**config.mk**
```make
export PLATFORM = sky130hd
export DESIGN_NAME = mbe_mul_arbiter
export DESIGN_NICKNAME = d
export VERILOG_FILES = /design/src/rtl/mbe_mul_arbiter.sv
export SDC_FILE = /design/constraint.sdc
export NUM_CORES = 1
export LEC_CHECK = 0
export BUFFER_PORTS_ARGS = -buffer_cell sky130_fd_sc_hd__buf_2
export CAP_MARGIN = 10
export CORE_AREA = 2 2 181 183
export DETAILED_ROUTE_END_ITERATION = 10
export DIE_AREA = 0 0 183 185
export GPL_ROUTABILITY_DRIVEN = 0
export SLEW_MARGIN = 0
export SYNTH_ARGS = -nofsm -noshare
export SYNTH_HDL_FRONTEND = slang
export SYNTH_SLANG_ARGS = --single-unit
```
**constraint.sdc**
```tcl
create_clock -name clk -period 3.6 [get_ports clk]
set_clock_uncertainty 0.15 [all_clocks]
set_input_delay 0.72 -clock clk [delete_from_list [all_inputs] [get_ports clk]]
set_output_delay 0.72 -clock clk [all_outputs]
set_load 0.1 [all_outputs]
```
**src/rtl/mbe_mul_arbiter.sv**
```systemverilog
// Round-robin sequencer sharing one external modified-Booth multiplier among N_REQ requesters.
// It accepts operands, waits the multiplier latency, then returns the product tagged with the requester id.
module mbe_mul_arbiter #(
  parameter int N_REQ = 4,
  parameter int WIDTH = 32,
  parameter int LAT   = 1
) (
  input  logic                       clk,
  input  logic                       rst,
  input  logic [N_REQ-1:0]           req_valid,
  output logic [N_REQ-1:0]           req_ready,
  input  logic [N_REQ*WIDTH-1:0]     req_a,
  input  logic [N_REQ*WIDTH-1:0]     req_b,
  output logic [WIDTH-1:0]           mul_a,
  output logic [WIDTH-1:0]           mul_b,
  input  logic [2*WIDTH-1:0]         mul_p,
  output logic                       rsp_valid,
  input  logic                       rsp_ready,
  output logic [2*WIDTH-1:0]         rsp_data,
  output logic [$clog2(N_REQ)-1:0]   rsp_id
);
  localparam int IDW = $clog2(N_REQ);
  localparam int CW  = $clog2(LAT + 1);

  typedef enum logic [1:0] {
    S_IDLE = 2'd0,
    S_BUSY = 2'd1,
    S_SEND = 2'd2
  } state_t;

  state_t               r_state;
  state_t               w_state_nxt;
  logic [IDW-1:0]       r_rr_ptr;
  logic [CW-1:0]        r_cnt;
  logic [WIDTH-1:0]     r_op_a;
  logic [WIDTH-1:0]     r_op_b;
  logic                 r_rsp_valid;
  logic [2*WIDTH-1:0]   r_rsp_data;
  logic [IDW-1:0]       r_rsp_id;

  logic                 w_found;
  logic [IDW-1:0]       w_gnt;
  logic [IDW:0]         w_idx;
  logic                 w_accept;
  logic [WIDTH-1:0]     w_sel_a;
  logic [WIDTH-1:0]     w_sel_b;
  logic [IDW-1:0]       w_ptr_nxt;

  // Round-robin search from r_rr_ptr; the index wraps explicitly so non-power-of-two N_REQ works.
  always_comb begin
    w_found = 1'b0;
    w_gnt   = '0;
    w_idx   = '0;
    for (int k = 0; k < N_REQ; k++) begin
      w_idx = {1'b0, r_rr_ptr} + (IDW+1)'(k);
      if (w_idx >= (IDW+1)'(N_REQ)) begin
        w_idx = w_idx - (IDW+1)'(N_REQ);
      end else begin
        w_idx = w_idx;
      end
      if (!w_found && req_valid[w_idx[IDW-1:0]]) begin
        w_found = 1'b1;
        w_gnt   = w_idx[IDW-1:0];
      end else begin
        w_found = w_found;
      end
    end
  end

  // Operand mux for the granted requester and the advanced pointer.
  always_comb begin
    w_sel_a = '0;
    w_sel_b = '0;
    for (int k = 0; k < N_REQ; k++) begin
      if (w_gnt == IDW'(k)) begin
        w_sel_a = req_a[k*WIDTH +: WIDTH];
        w_sel_b = req_b[k*WIDTH +: WIDTH];
      end else begin
        w_sel_a = w_sel_a;
      end
    end
    if (w_gnt == IDW'(N_REQ - 1)) begin
      w_ptr_nxt = '0;
    end else begin
      w_ptr_nxt = w_gnt + IDW'(1);
    end
  end

  assign w_accept = (r_state == S_IDLE) && w_found;

  // Grant is combinational and masked while reset is asserted.
  always_comb begin
    req_ready = '0;
    if (w_accept && rst) begin
      req_ready[w_gnt] = 1'b1;
    end else begin
      req_ready = '0;
    end
  end

  // Next-state logic.
  always_comb begin
    w_state_nxt = r_state;
    case (r_state)
      S_IDLE: begin
        if (w_found) w_state_nxt = S_BUSY;
        else         w_state_nxt = S_IDLE;
      end
      S_BUSY: begin
        if (r_cnt == CW'(1)) w_state_nxt = S_SEND;
        else                 w_state_nxt = S_BUSY;
      end
      S_SEND: begin
        if (rsp_ready) w_state_nxt = S_IDLE;
        else           w_state_nxt = S_SEND;
      end
      default: w_state_nxt = S_IDLE;
    endcase
  end

  // State register.
  always_ff @(posedge clk) begin
    if (!rst) r_state <= S_IDLE;
    else      r_state <= w_state_nxt;
  end

  // Datapath: operand capture, latency count, response hold.
  always_ff @(posedge clk) begin
    if (!rst) begin
      r_rr_ptr    <= '0;
      r_cnt       <= '0;
      r_op_a      <= '0;
      r_op_b      <= '0;
      r_rsp_valid <= 1'b0;
      r_rsp_data  <= '0;
      r_rsp_id    <= '0;
    end else begin
      case (r_state)
        S_IDLE: begin
          if (w_found) begin
            r_op_a   <= w_sel_a;
            r_op_b   <= w_sel_b;
            r_rsp_id <= w_gnt;
            r_rr_ptr <= w_ptr_nxt;
            r_cnt    <= CW'(LAT);
          end else begin
            r_cnt    <= r_cnt;
          end
        end
        S_BUSY: begin
          r_cnt <= r_cnt - CW'(1);
          if (r_cnt == CW'(1)) begin
            r_rsp_data  <= mul_p;
            r_rsp_valid <= 1'b1;
          end else begin
            r_rsp_valid <= 1'b0;
          end
        end
        S_SEND: begin
          if (rsp_ready) r_rsp_valid <= 1'b0;
          else           r_rsp_valid <= 1'b1;
        end
        default: r_rsp_valid <= 1'b0;
      endcase
    end
  end

  assign mul_a     = r_op_a;
  assign mul_b     = r_op_b;
  assign rsp_valid = r_rsp_valid;
  assign rsp_data  = r_rsp_data;
  assign rsp_id    = r_rsp_id;
endmodule

```
==> results by group <==
Status
  • Run status: complete, no violations

Route
  • Vias: 8436
  • DRC Markers: 0
  • 1st-iter DRT viols: 300
  • Antenna-violating nets left: 0
  • Detailed Route WL: 28410 um
  • Drt pass-1 iters: 5
  • Routed WL per cell: 15.61 um
  • Drt via density: 4.635

Clock network
  • Worst skew pair latency: 0.42 ns
  • CTS buffer count: 17
  • H-tree depth: 4
  • Cts hold-fix bufs: 0
  • Worst-path clk slew: 0.07 ns
  • Post-CTS setup buffer count: 0
  • TritonCTS clock tree: yes
  • Clk buf depth: 2
  • Root Driver: clkbuf_16
  • Post-cts sizing count: 0
  • Clock sinks: 136

Timing
  • Post-route setup slack: 0.3715 ns
  • Final period util: 89.68%
  • Slew margin rel.: 31.33%
  • Fin. Hold Viols: 0
  • Count of final max-slew check failures: 0
  • Min Clock Period, post-route: 3.229 ns
  • Worst-Margin Slew: 1.026 ns
  • F_max: 0.3097 GHz
  • Final setup fails: 0
  • Unrepaired setup endpoints after global routing: false
  • Setup TNS: 0 ns

Synthesis
  • Area share of the largest cell type after synthesis: 38.60%
  • Synth Warn #: 0
  • Post-synthesis sequential area ratio: 38.60%
  • Post-Synthesis Cells: 994
  • Synth Register Bits: 136
  • Mapped Area: 7053 um2
  • Synth Net Count: 1329
  • Synth area leaders: dfxtp_1 39%, nand2_1 11%, a21oi_1 9.5%
  • Mean Syn Cell Area: 7.096 um2
  • Synth unique cells: 28
  • Top cell type by total area after synthesis: dfxtp_1

Floorplanning
  • Starting Density: 22.01%
  • Die area: 33860 um2
  • Row cnt: 66
  • Placeable Area: 32040 um2
  • Top-level I/O count: 462
  • Die Y: 185 um
  • Die Wd: 183 um

Job
  • Max-cap violations: 0

Worst setup path
  • CP Capture Type: output port
  • Register-to-Register Path Depth: 9
  • CP Max Fanout: 34
  • Critical path data required time: 2.73 ns
  • Worst setup SP type: register
  • R2R setup slack: 0.80 ns
  • Worst Setup Path Type: register to output port
  • Critical path origin: r_state[1]$_SDFF_PN0_
  • Crit path DAT: 2.36 ns
  • Worst flop-to-flop path endpoint: mul_a[26]$_SDFFE_PN0N_
  • FF-to-FF Start: r_rr_ptr[0]$_SDFFE_PN0N_
  • Worst setup endpoint: req_ready[3]

GRT
  • First-pass GRT wire length: 42070 um
  • Vias in the first global route: 7691
  • Pin count of the biggest net entering global routing: 83
  • Initial antenna violation count: 0
  • GR Overflow Total: 0
  • Tot GR Track Use: 15.82%

Pwr
  • Peak VDD IR: 0.3960 mV
  • Total power density per cell area: 724.1 nW/um2
  • Pleak: 0.004924 uW

Min path
  • Worst min path class: register to register

Place
  • Place WS: 0.1902 ns
  • Placed wire-length estimate: 21300 um
  • Placed instance count: 1787
  • Port Buffers: 461

Cells and area
  • Commonest non-fill, non-tap cell in the layout: buf_2
  • Commonest cells after routing, fill and taps aside: 456 x buf_2, 197 x nand2_1, 136 x dfxtp_1
  • P&R area growth vs syn: 47.06%
  • Final #Nets: 1733
  • Post-Layout Cell Count: 1820
  • Layout cells sized above 1: 37.00%
[synth_stat cells]
cell,number
o221ai_1,1
inv_1,70
o22ai_1,2
nor4_4,1
nand3_1,3
o21a_1,2
or3_1,1
a21o_1,1
buf_1,11
clkbuf_1,64
o21ai_0,131
buf_2,14
nor2b_1,2
and3_1,4
dfxtp_1,136
xnor2_1,1
a21boi_0,65
o221a_2,1
nand2b_1,6
nor2_1,65
nand2_1,198
a221oi_1,64
buf_6,3
ha_1,8
buf_4,2
nor3_1,1
a21oi_1,134
and2_1,3
[state kept, by name, summed over array words and instances (netlist names)]
signal and cells:
rsp_data 64, mul_a 32, rsp_id 2, mul_b 32, r_cnt 1, r_rr_ptr 2
rsp_valid 1, r_state 2
[logic make-up after synthesis]
logic type / count (synthesis) / synth area share [%]
adder cells (fa/ha/maj): 8 / 1.419
AND/OR/NAND/NOR: 284 / 16.00
XOR/XNOR: 1 / 0.1242
buffers and inverters: 164 / 9.402
flip-flops: 136 / 38.60
AO/OA/AOI/OAI: 401 / 34.45
[metal layers]
metal / up-vias / routed length, um / GRT usage [%]
met2: 347 / 13560 / 26.89
met5: - / 6 / 0
met1: 3857 / 12290 / 19.49
met4: 2 / 417 / 4.640
met3: 22 / 2135 / 4.424
li1: 4208 / - / -
[worst max-delay path, cell delays in order, from the launching register on]
cell and delay [ns]:
dfxtp_1 0.33, inv_1 0.08, ha_1 0.27, nor2b_4 0.73, and3_2 0.32, buf_12 0.18
[worst min path at each step]
stage | start | to | cells past startpoint
after global routing | rsp_data[20]$_SDFFE_PN0P_ | rsp_data[20]$_SDFFE_PN0P_ | 2
after global placement | rsp_data[37]$_SDFFE_PN0P_ | rsp_data[37]$_SDFFE_PN0P_ | 2
after detailed placement | rsp_data[24]$_SDFFE_PN0P_ | rsp_data[24]$_SDFFE_PN0P_ | 2
after floorplan | r_rr_ptr[1]$_SDFFE_PN0N_ | r_rr_ptr[1]$_SDFFE_PN0N_ | 2
after CTS | rsp_data[24]$_SDFFE_PN0P_ | rsp_data[24]$_SDFFE_PN0P_ | 2
final | rsp_data[43]$_SDFFE_PN0P_ | rsp_data[43]$_SDFFE_PN0P_ | 2
[area by class of cell]
| class | count | area (um2) |
|---|---|---|
| Inverter | 70 | 262.8 |
| Fill cell | 3521 | 21670 |
| Multi-Input combinational cell | 694 | 3722 |
| Tap cell | 408 | 510.5 |
| Timing Repair Buffer | 479 | 2567 |
| Sequential cell | 136 | 2723 |
| Clock buffer | 17 | 425.4 |
| Antenna cell | 1 | 2.502 |
| Clock inverter | 15 | 158.9 |
[stage by stage]
stage	power (uW)	util (%)	instance area (um2)	hold slack, ns
after detailed placement	5790	30.54	9786	0.3047
final	7511	32.37	10370	0.3120
after global placement	5763	30.54	9786	0.2988
after global routing	7944	32.36	10370	0.3303
after floorplan	4886	-	7054	0.3324
after CTS	7606	32.36	10370	0.3143
[where the power goes]
group	switching (uW)	internal, uW
Sequential	123	1750
Combinational	2970	893
Clock	792	980
Total	3880	3630
No activity file was read; power rests on OpenSTA's default activity.
